File: src/rtl/uart_tx_scheduler.sv
// uart_tx_scheduler: buffers CPU store bytes bound for the UART and hands them
// to the uart core one at a time. Each strobe waits for the core to go idle
// and then for a programmable gap. When the queue is full, the block either
// stalls the pipeline or drops the byte and sets a sticky overflow flag.
module uart_tx_scheduler #(
  parameter int DEPTH        = 16,
  parameter int GAP_CYCLES   = 2,
  parameter bit DROP_ON_FULL = 1'b0
) (
  input  logic                     clk,
  input  logic                     nrst,
  input  logic                     wr_en,
  input  logic [7:0]               wr_data,
  input  logic                     flush,
  input  logic                     uart_busy,
  output logic                     uart_wr,
  output logic [7:0]               uart_dat,
  output logic                     stall,
  output logic [$clog2(DEPTH):0]   fifo_count,
  output logic                     fifo_empty,
  output logic                     fifo_full,
  output logic                     overflow
);

  localparam int AW = $clog2(DEPTH);
  localparam int CW = AW + 1;
  localparam int GW = (GAP_CYCLES > 1) ? $clog2(GAP_CYCLES) : 1;

  typedef enum logic [1:0] {IDLE, SEND, HOLD, GAP} state_t;

  state_t          state_q, state_d;
  logic [7:0]      mem_q [DEPTH];
  logic [AW-1:0]   wrPtr_q, wrPtr_d;
  logic [AW-1:0]   rdPtr_q, rdPtr_d;
  logic [CW-1:0]   count_q, count_d;
  logic [GW-1:0]   gap_q, gap_d;
  logic [7:0]      dat_q, dat_d;
  logic            ovf_q, ovf_d;

  logic            full;
  logic            empty;
  logic            push;
  logic            start;

  // Full/empty come from the registered count, so a pop in this cycle never
  // makes room for a write in the same cycle. flush blocks both push and start.
  always_comb begin
    full  = (count_q == CW'(DEPTH));
    empty = (count_q == '0);
    push  = wr_en && !full && !flush;
    start = (state_q == IDLE) && !empty && !uart_busy && !flush;
  end

  // Queue storage has no reset; only the pointers and the count say what is valid.
  always_ff @(posedge clk) begin
    if (push) mem_q[wrPtr_q] <= wr_data;
  end

  // Pointer, count and overflow bookkeeping. flush overrides any push or pop.
  always_comb begin
    wrPtr_d = wrPtr_q;
    rdPtr_d = rdPtr_q;
    count_d = count_q;
    ovf_d   = ovf_q;
    if (flush) begin
      wrPtr_d = '0;
      rdPtr_d = '0;
      count_d = '0;
      ovf_d   = 1'b0;
    end else begin
      if (push)  wrPtr_d = wrPtr_q + 1'b1;
      if (start) rdPtr_d = rdPtr_q + 1'b1;
      if (push && !start)      count_d = count_q + 1'b1;
      else if (!push && start) count_d = count_q - 1'b1;
      if (DROP_ON_FULL && wr_en && full) ovf_d = 1'b1;
    end
  end

  // Transmit sequencing: pop into SEND, wait out the core's busy time, then the gap.
  always_comb begin
    state_d = state_q;
    gap_d   = gap_q;
    dat_d   = dat_q;
    case (state_q)
      IDLE: begin
        if (start) begin
          state_d = SEND;
          dat_d   = mem_q[rdPtr_q];
        end
      end
      SEND: state_d = HOLD;
      HOLD: begin
        if (!uart_busy) begin
          if (GAP_CYCLES > 0) begin
            state_d = GAP;
            gap_d   = GW'((GAP_CYCLES > 0) ? GAP_CYCLES - 1 : 0);
          end else begin
            state_d = IDLE;
          end
        end
      end
      GAP: begin
        if (gap_q == '0) state_d = IDLE;
        else             gap_d   = gap_q - 1'b1;
      end
      default: state_d = IDLE;
    endcase
  end

  // State register with synchronous active-low reset.
  always_ff @(posedge clk) begin
    if (!nrst) begin
      state_q <= IDLE;
      wrPtr_q <= '0;
      rdPtr_q <= '0;
      count_q <= '0;
      gap_q   <= '0;
      dat_q   <= '0;
      ovf_q   <= 1'b0;
    end else begin
      state_q <= state_d;
      wrPtr_q <= wrPtr_d;
      rdPtr_q <= rdPtr_d;
      count_q <= count_d;
      gap_q   <= gap_d;
      dat_q   <= dat_d;
      ovf_q   <= ovf_d;
    end
  end

  // Output decode: the strobe lasts exactly the SEND cycle; stall exists only in stalling mode.
  always_comb begin
    uart_wr    = (state_q == SEND);
    uart_dat   = dat_q;
    stall      = DROP_ON_FULL ? 1'b0 : (wr_en && full);
    fifo_count = count_q;
    fifo_empty = empty;
    fifo_full  = full;
    overflow   = ovf_q;
  end

endmodule
File: config.mk
export PLATFORM = sky130hd
export DESIGN_NAME = uart_tx_scheduler
export DESIGN_NICKNAME = d
export VERILOG_FILES = /design/src/rtl/uart_tx_scheduler.sv
export SDC_FILE = /design/constraint.sdc
export NUM_CORES = 1
export LEC_CHECK = 0
export ABC_CLOCK_PERIOD_IN_PS = 7300
export BUFFER_PORTS_ARGS = -buffer_cell sky130_fd_sc_hd__buf_2
export CAP_MARGIN = 20
export CORE_ASPECT_RATIO = 1.75
export CORE_MARGIN = 1.5
export CORE_UTILIZATION = 37
export DETAILED_ROUTE_END_ITERATION = 7
export GPL_ROUTABILITY_DRIVEN = 1
export PLACE_DENSITY = 0.49
export SYNTH_ARGS = -nofsm -noshare
export SYNTH_HDL_FRONTEND = slang
export SYNTH_SLANG_ARGS = --single-unit
File: constraint.sdc
create_clock -name clk -period 7.3 [get_ports clk]
set_clock_uncertainty 0.05 [all_clocks]
set_input_delay 0.73 -clock clk [delete_from_list [all_inputs] [get_ports clk]]
set_output_delay 0.73 -clock clk [all_outputs]
set_load 0.01 [all_outputs]
==> flow_summary.ini, run 1 <==
[logic_synthesis]
synth_nets = 385
synth-seq-cells = 152
synth_edf_count = 128
synthFlopType = edfxtp_1
synth_common_cells = edfxtp_1, mux4_2, nor2_1
synth_top_cell_by_area = edfxtp_1
netlist_area_sq_um = 6190
synthCells = 356
synthArstFlopShare = 0
yosysSeqAreaShare = 0.699
yosysTopAreaCellShare = 0.621
synthesis.area_per_instance_sq_um = 17.4
synth_warnings = 0
synthTopCellsByArea = edfxtp_1, mux4_2, dfxtp_1, ha_1, mux2i_1
synth_most_common_cell = edfxtp_1
ys_types = 40

[layout]
n_antenna_cell = 0
fin_nets = 418
fillCellCount = 1480
drive_gt1_frac = 0.266
stdcell_area_sq_um = 7140
area_growth_pct = 15.4
seq_area_sq_um = 4330
multi_input_area_sq_um = 1740

[critical_path]
timing.rr.start = fifo_count[0]
cp_data_arrival_time_ns = 3.54
rr_worst_depth = 11
r2r_slack_ns = 4.02
critPathLaunch = fifo_count[0]
crit_required_ns = 7.55
crit_fanout = 11
critPathCaptureType = flop
crit_path_start_kind = flop
criticalPathCategory = flop to flop

[cts]
ctsResizeCount = 0
numCtsBuffers = 17
postCtsHoldBufs = 0
clk_path_buf_depth = 2
root_buffer = clkbuf_16
cts_tree = done
htree_levels = 4
clk_pin_slew_ns = 0.07
clock_latency_ns = 0.42
cts_num_sinks = 152
post-cts-setup-buffers = 0

[sta]
max_slew.worst_pin.slew_ns = 1.03
hold_ws_ns = 0.447
hold_viol = 0
max_freq_ghz = 0.305
final_max_slew_viol_count = 0
setup_viol = 0
post-route-period-util = 0.450
tns_ns = 0
min_period_ns = 3.28
setup_ws_ns = 4.02
grt_setup_unrepaired = no
relSlewSlack = 0.313

[route]
drc = 0
drtAntennaViolNets = 0
first_pass_iters = 5
wl_per_cell_um = 20.8
num_vias = 3129
wl_um = 13000
vias_per_cell = 5.00
drt_iter0_markers = 169

[power_and_ir_drop]
power_density_nw_per_um2 = 272
seqPwrFrac = 0.496
power.share.switching = 0.234
combPwrFrac = 0.062
p_leak_nw = 2.34
peakVddDrop_v = 0.000137
p_int_mw = 1.49
pwr-share-clk = 0.442
p_sw_mw = 0.455
total_power_mw = 1.94

[floorplan]
ios = 31
core-area_sq_um = 16400
initial_core_util = 0.378
die_w_um = 101
rows = 62
die_area_sq_um = 17500
dieHeight_um = 174

[placed_design]
place.gp.congestion = 0.747
pre_cts_slack_ns = 3.92
io_buffer_count = 29
place_hpwl_um = 8690
place_area_sq_um = 6560

[outcome]
status = finished, final reports clean

[min_path]
hold_class = flop to flop
hold_start = uart_dat[2]
hold_depth = 2

[flow_run]
cap_violations = 0

[global_routing]
grt_pass1_vias = 3293
grt_max_degree = 35
antenna_found_initial = 0
grt_pass1_wl_um = 20100
grt_use_total = 0.163
grt_remaining_overflow = 0
## cell usage in the layout (no fill, tap or decap), types with 12 or more instances in the layout
cell	n
ha_1	15
nor2_1	28
mux4_2	32
buf_2	29
clkbuf_16	17
mux2i_1	17
edfxtp_1	128
nand2_1	17
dfxtp_1	23
inv_1	12
## sequential cells by signal, summed over array words and instances, names as in the netlist
register / cells
uart_dat: 8
rdPtr_q: 4
gap_q: 1
wrPtr_q: 4
fifo_count: 5
state_q: 2
mem_q: 128
## stage by stage
step / instances / utilization
floorplan: 356 / -
CTS: 626 / 0.436
global placement: 594 / 0.401
global route: 626 / 0.436
finish: 626 / 0.436
detailed placement: 594 / 0.401
## layout make-up
class,count,share of cell area
sequential,152,0.606
multi-input combinational,173,0.244
clock buffer,19,0.0620
tap,224,0.0393
timing repair buffer,32,0.0235
clock inverter,13,0.0188
inverter,13,0.00701
## power by group through the flow
stage | combinational, mW | sequential (mW) | clock, mW
finish | 0.121 | 0.963 | 0.860
global route | 0.137 | 0.965 | 0.907
CTS | 0.125 | 0.964 | 0.879
detailed placement | 0.125 | 0.983 | 0
global placement | 0.121 | 0.982 | 0
floorplan | 0.0800 | 0.982 | 0
## cell families after synthesis
group                      count (synthesis)  share of synthesized area
xor gates and xnor gates                   9                     0.0127
and+or+nand+nor                           74                     0.0544
buffers and inverters                     31                     0.0233
AOI/OAI and AO/OA                         23                     0.0307
adders and majority gates                 16                     0.0336
DFF                                      152                      0.699
muxes                                     50                      0.146
other                                      1                   0.000606
## path summary, 6_finish.rpt
kind,end
setup / recovery,fifo_count[4]
hold / removal,uart_dat[2]
setup reg to reg,fifo_count[4]
hold reg to reg,uart_dat[2]
## metal layers
layer  GRT usage  vias up  share of wire
met5           0        -              0
met4      0.0575        0          0.020
met3      0.0370       16          0.030
met2       0.294       68           0.56
met1       0.185     1595           0.39
li1            -     1450              -
## critical path, stage by stage, from the launching register on
cell and delay, ns:
dfxtp_1 0.36, or4_1 0.59, o211a_4 0.29, clkinv_2 0.14, ha_1 0.25, inv_1 0.11, ha_1 0.31, nor2b_1 0.14
o21a_1 0.17, or3_1 0.30, a21o_1 0.19, mux2_2 0.26
Note: power is estimated with default switching activity, not from simulation.
==> run 2, diff against run 1 <==
ABC_AREA = 1   (was unset)
ABC_CLOCK_PERIOD_IN_PS = 2750   (was 7300)
PLACE_DENSITY = 0.5   (was 0.49)
clock period = 2.75 ns   (was 7.3 ns; I/O delays follow)
==> run 2 against run 1 <==
  * Largest cell class unchanged
  * Hold slack worse by 0.39 ns
  * Total power grew to 2.7 times the previous value
  * Die area up 9.7%
  * Worst setup slack worse by 3.8 ns
  * Combinational power grew to 3.9 times the previous value
  * Via count rose by 50%
  * Sequential power rose to 2.7 times the previous value
  * Register-to-register slack got worse by 3.8 ns
  * Critical path type unchanged
  * Critical endpoint is now fifo_count[3]
  * Synthesized cell count rose by 96%
==> flow_summary.ini, run 2 <==
[route]
wl_um = 17400
drtAntennaViolNets = 0
first_pass_iters = 5
num_vias = 4691
wl_per_cell_um = 17.8
drt_iter0_markers = 277
vias_per_cell = 4.80
drc = 0

[floorplan]
ios = 31
die_w_um = 105
rows = 65
dieHeight_um = 182
die_area_sq_um = 19200
core-area_sq_um = 18100
initial_core_util = 0.377

[placed_design]
io_buffer_count = 29
place.gp.congestion = 0.777
place_hpwl_um = 12100

[power_and_ir_drop]
combPwrFrac = 0.090
power.share.switching = 0.240
power_density_nw_per_um2 = 671
peakVddDrop_v = 0.000434
p_int_mw = 3.93
seqPwrFrac = 0.498
pwr-share-clk = 0.412
p_leak_nw = 3.24
p_sw_mw = 1.24
total_power_mw = 5.17

[sta]
final_max_slew_viol_count = 0
hold_viol = 0
max_freq_ghz = 0.398
min_period_ns = 2.51
post-route-period-util = 0.914
grt_setup_unrepaired = no
setup_viol = 0
tns_ns = 0
max_slew.worst_pin.slew_ns = 0.789
relSlewSlack = 0.472

[critical_path]
timing.rr.start = fifo_count[1]
crit_required_ns = 3.01
rr_endpoint = fifo_count[3]
criticalPathCategory = flop to flop
endpoint = fifo_count[3]
crit_fanout = 6
crit_path_start_kind = flop
cp_data_arrival_time_ns = 2.77
critPathLaunch = fifo_count[1]
rr_worst_depth = 12
critPathCaptureType = flop
r2r_slack_ns = 0.24

[cts]
htree_levels = 4
numCtsBuffers = 17
root_buffer = clkbuf_16
clock_latency_ns = 0.41
cts_tree = done
clk_path_buf_depth = 2
cts_num_sinks = 152
clk_pin_slew_ns = 0.06
postCtsHoldBufs = 0

[outcome]
status = finished, final reports clean

[logic_synthesis]
synth_compound_area_frac = 0.0202
synth_mux_area_frac = 0
synthesis.area_per_instance_sq_um = 9.73
synthTopCellsByArea = edfxtp_1, nand2_1, dfxtp_1, nand3_1, inv_1
yosysSeqAreaShare = 0.636
yosysTopAreaCellShare = 0.565
synth_edf_count = 128
synth_common_cells = nand2_1, edfxtp_1, inv_1
ys_types = 27
synth_warnings = 0
synth_most_common_cell = nand2_1
synthCells = 699
netlist_area_sq_um = 6800
synthFlopType = edfxtp_1
synth_top_family_by_area = simple AND/OR/NAND/NOR gates
synth-seq-cells = 152
synth_fa_ha_area_frac = 0.0305
synth_nets = 728
synthSimpleGateAreaFrac = 0.225
synthArstFlopShare = 0
synth-xor-area-share = 0.00644
synth_top_cell_by_area = edfxtp_1

[layout]
largest_reg_flops = 128
drive_gt1_frac = 0.101
mostFrequentLayoutCell = nand2_1
fin_nets = 760
largest_register = mem_q
most-common-layout-cells = nand2_1, edfxtp_1, inv_1
fillCellCount = 1828
area_growth_pct = 13.4
n_antenna_cell = 0

[global_routing]
grt_max_degree = 67
grt_use_total = 0.193
grt_pass1_vias = 4844
grt_pass1_wl_um = 26800
grt_remaining_overflow = 0
antenna_found_initial = 0

[min_path]
hold_class = input pin to flop

[flow_run]
cap_violations = 0
[run 2: cell types whose count changed after synthesis, moves of 7 or more]
| cell | change |
|---|---|
| nand2_1 | +209 |
| inv_1 | +84 |
| nand3_1 | +81 |
| mux4_2 | -32 |
| mux2i_1 | -17 |
| nor2_1 | +17 |
| a21oi_1 | +11 |
| o21ai_0 | +9 |
| buf_4 | +8 |
| o221ai_1 | -8 |
| buf_2 | +7 |
[run 2: repair_timing]
action                                  CTS  global route
hold endpoints to repair                  0             0
setup buffers                             0             0
endpoints found under the setup margin    0             1
gates resized for setup                   0             1
[run 2: how the worst min path moves through the flow]
stage	startpoint	depth (start not counted)	slack (ns)	endpoint
floorplan	wr_data[0]	0	0.32	mem_q[0][0]
global placement	state_q[1]	2	0.46	state_q[1]
detailed placement	gap_q	2	0.47	gap_q
CTS	nrst	3	0.05	state_q[0]
global route	nrst	3	0.08	state_q[1]
finish	nrst	3	0.06	state_q[0]
[run 2: metrics by stage]
step / setup WS (ns) / cell area [sq um] / util / hold slack, ns / cells
global placement: 0.205 / 7160 / 0.397 / 0.459 / 946
global route: 0.0370 / 7710 / 0.427 / 0.0811 / 978
finish: 0.237 / 7710 / 0.427 / 0.0616 / 978
detailed placement: 0.176 / 7160 / 0.397 / 0.469 / 946
CTS: 0.163 / 7710 / 0.427 / 0.0473 / 978
floorplan: 0.526 / 6800 / - / 0.324 / 699
[run 2: kinds of logic (layout without fill, tap and decap cells)]
logic type,after synthesis,count (layout)
simple gates,370,370
flops,152,152
buf+inv,128,173
compound gates,27,27
fa+ha+maj,16,16
xor+xnor,5,5
other cells,1,1
[run 2: final cells by class]
class | count | area, sq um | share of cell area
Sequential cell | 152 | 4330 | 0.561
Multi-Input combinational cell | 419 | 1930 | 0.250
Clock buffer | 21 | 440 | 0.0571
Inverter | 101 | 379 | 0.0492
Tap cell | 234 | 293 | 0.0380
Timing Repair Buffer | 40 | 240 | 0.0312
Clock inverter | 11 | 104 | 0.0135
[run 2: power by group through the flow]
stage	logic (mW)	registers (mW)	clock network [mW]
detailed placement	0.472	2.63	0
finish	0.466	2.58	2.13
CTS	0.475	2.58	2.17
global placement	0.466	2.62	0
floorplan	0.298	2.62	0
global route	0.540	2.58	2.28
[run 2: critical path, cell delays in order, from the launching register on]
cell	delay (ns)
dfxtp_1	0.41
inv_1	0.11
nand4_1	0.18
nand3b_1	0.21
inv_1	0.20
ha_2	0.24
inv_1	0.10
ha_1	0.32
a21oi_1	0.15
nand2_1	0.08
xor2_1	0.14
o21ai_0	0.16
inv_1	0.06
[run 2: layer usage]
layer | wire length (um) | global-route usage | vias up
met1 | 6290 | 0.190 | 2254
met3 | 439 | 0.0286 | 25
met4 | 643 | 0.0981 | 0
li1 | - | - | 2312
met5 | 0 | 0 | -
met2 | 10000 | 0.380 | 100
==> run 3, diff against run 2 <==
CORE_UTILIZATION = 55   (was 37)
PLACE_DENSITY = 0.71   (was 0.5)
==> run 3 against run 2 <==
  * Combinational power is 1% lower
  * Clock-buffer cell count shrank 4
  * Sequential share of layout area grew 0.64 points
  * Non-clock buffer count down 3
==> flow_summary.ini, run 3 (same netlist as run 2, synthesis figures left out) <==
[cts]
numCtsBuffers = 17
clk_path_buf_depth = 2
htree_levels = 4
clock_latency_ns = 0.42
clk_pin_slew_ns = 0.06
cts_tree = done
cts_num_sinks = 152
root_buffer = clkbuf_16

[sta]
setup_viol = 0
tns_ns = 0
relSlewSlack = 0.465
grt_setup_unrepaired = no
min_period_ns = 2.51
hold_viol = 0
max_slew.worst_pin.slew_ns = 0.799
final_max_slew_viol_count = 0
hold_ws_ns = 0.0492
max_freq_ghz = 0.398
post-route-period-util = 0.914

[outcome]
status = finished, final reports clean

[global_routing]
grt_remaining_overflow = 0
grt_max_degree = 67
antenna_found_initial = 0
grt_use_total = 0.264
use_met2 = 0.450
grtUsageMet3 = 0.0480
busiest_layer = met2
grt_pass1_wl_um = 24500
grtUsageMet1 = 0.289
grt_pass1_vias = 4636

[critical_path]
cp_data_arrival_time_ns = 2.82
cp_slowest_cell = dfxtp_1
cp_cell_sequence = inv_1, nand4_1, nand3b_1, inv_2, ha_1, inv_1, ha_1, nand2_1, o21ai_0, xor2_1, nand2_1, a21oi_1
criticalPathCategory = flop to flop
crit_path_start_kind = flop
crit_required_ns = 3.06
critPathCaptureType = flop
max_stage_delay_ns = 0.39
crit_fanout = 6

[flow_run]
cap_violations = 0

[route]
drt_iter0_markers = 359
vias_per_cell = 5.33
wl_um = 16000
drc = 0
num_vias = 4825
wl_per_cell_um = 17.6
first_pass_iters = 5
drtAntennaViolNets = 0

[layout]
area_growth_pct = 12.1
n_antenna_cell = 0
fin_nets = 757
largest_reg_flops = 128
multi_input_area_sq_um = 1930
most-common-layout-cells = nand2_1, edfxtp_1, inv_1
fillCellCount = 936
drive_gt1_frac = 0.103
largest_register = mem_q
mostFrequentLayoutCell = nand2_1
seq_area_sq_um = 4330

[floorplan]
die_area_sq_um = 13100
dieHeight_um = 150
rows = 53
die_w_um = 87.0
core-area_sq_um = 12000
ios = 31
initial_core_util = 0.566

[placed_design]
place_hpwl_um = 10600
io_buffer_count = 29
place.gp.congestion = 0.937

[power_and_ir_drop]
p_leak_nw = 3.27
power_density_nw_per_um2 = 691
peakVddDrop_v = 0.000494

[min_path]
hold_class = input pin to flop
-- run 3: cell type report --
type | instances | share of cell area
Sequential cell | 152 | 0.567
Multi-Input combinational cell | 419 | 0.253
Clock buffer | 17 | 0.0558
Inverter | 101 | 0.0497
Timing Repair Buffer | 37 | 0.0286
Tap cell | 165 | 0.0271
Clock inverter | 15 | 0.0189
-- run 3: report_power, final --
| group | switching (mW) | internal [mW] |
|---|---|---|
| sequential | 0.0312 | 2.54 |
| clock | 0.972 | 1.27 |
| combinational | 0.308 | 0.152 |
| total | 1.31 | 3.96 |
-- run 3: worst max-delay path, delay by kind of cell (launching register included) --
family | cells | cell delay, ns
xor gates and xnor gates | 1 | 0.17
DFF | 1 | 0.39
and+or+nand+nor | 4 | 0.51
adders and majority gates | 2 | 0.61
AOI/OAI and AO/OA | 2 | 0.30
buffers and inverters | 3 | 0.40
-- run 3: routing by layer --
| layer | wire [um] | up-vias | part of all wire |
|---|---|---|---|
| met3 | 774 | 60 | 0.049 |
| met4 | 1090 | 0 | 0.068 |
| li1 | - | 2311 | - |
| met2 | 8450 | 190 | 0.53 |
| met5 | 0 | - | 0 |
| met1 | 5650 | 2264 | 0.35 |
-- run 3: final timing paths --
check,start,to,slack (ns),cells after the start
min reg2reg,fifo_count[4],fifo_count[4],0.46,2
max,fifo_count[1],fifo_count[4],0.24,12
min,nrst,state_q[1],0.05,3
max reg2reg,fifo_count[1],fifo_count[4],0.24,12
-- run 3: what timing repair did --
item | CTS | global route
gates resized for setup | 0 | 1
hold buffers | 0 | 0
buffers inserted | 0 | 0
endpoints found under the setup margin | 0 | 1
-- run 3: per-stage QoR --
stage	area (sq um)	util	power [mW]	worst slack, ns	instances
3_5_place_dp	7050	0.588	3.08	0.204	874
5_1_grt	7620	0.635	5.44	0.0241	906
6_report	7620	0.635	5.27	0.236	906
4_1_cts	7620	0.635	5.30	0.198	906
2_1_floorplan	6800	-	2.92	0.526	699
3_3_place_gp	7050	0.588	3.06	0.364	874
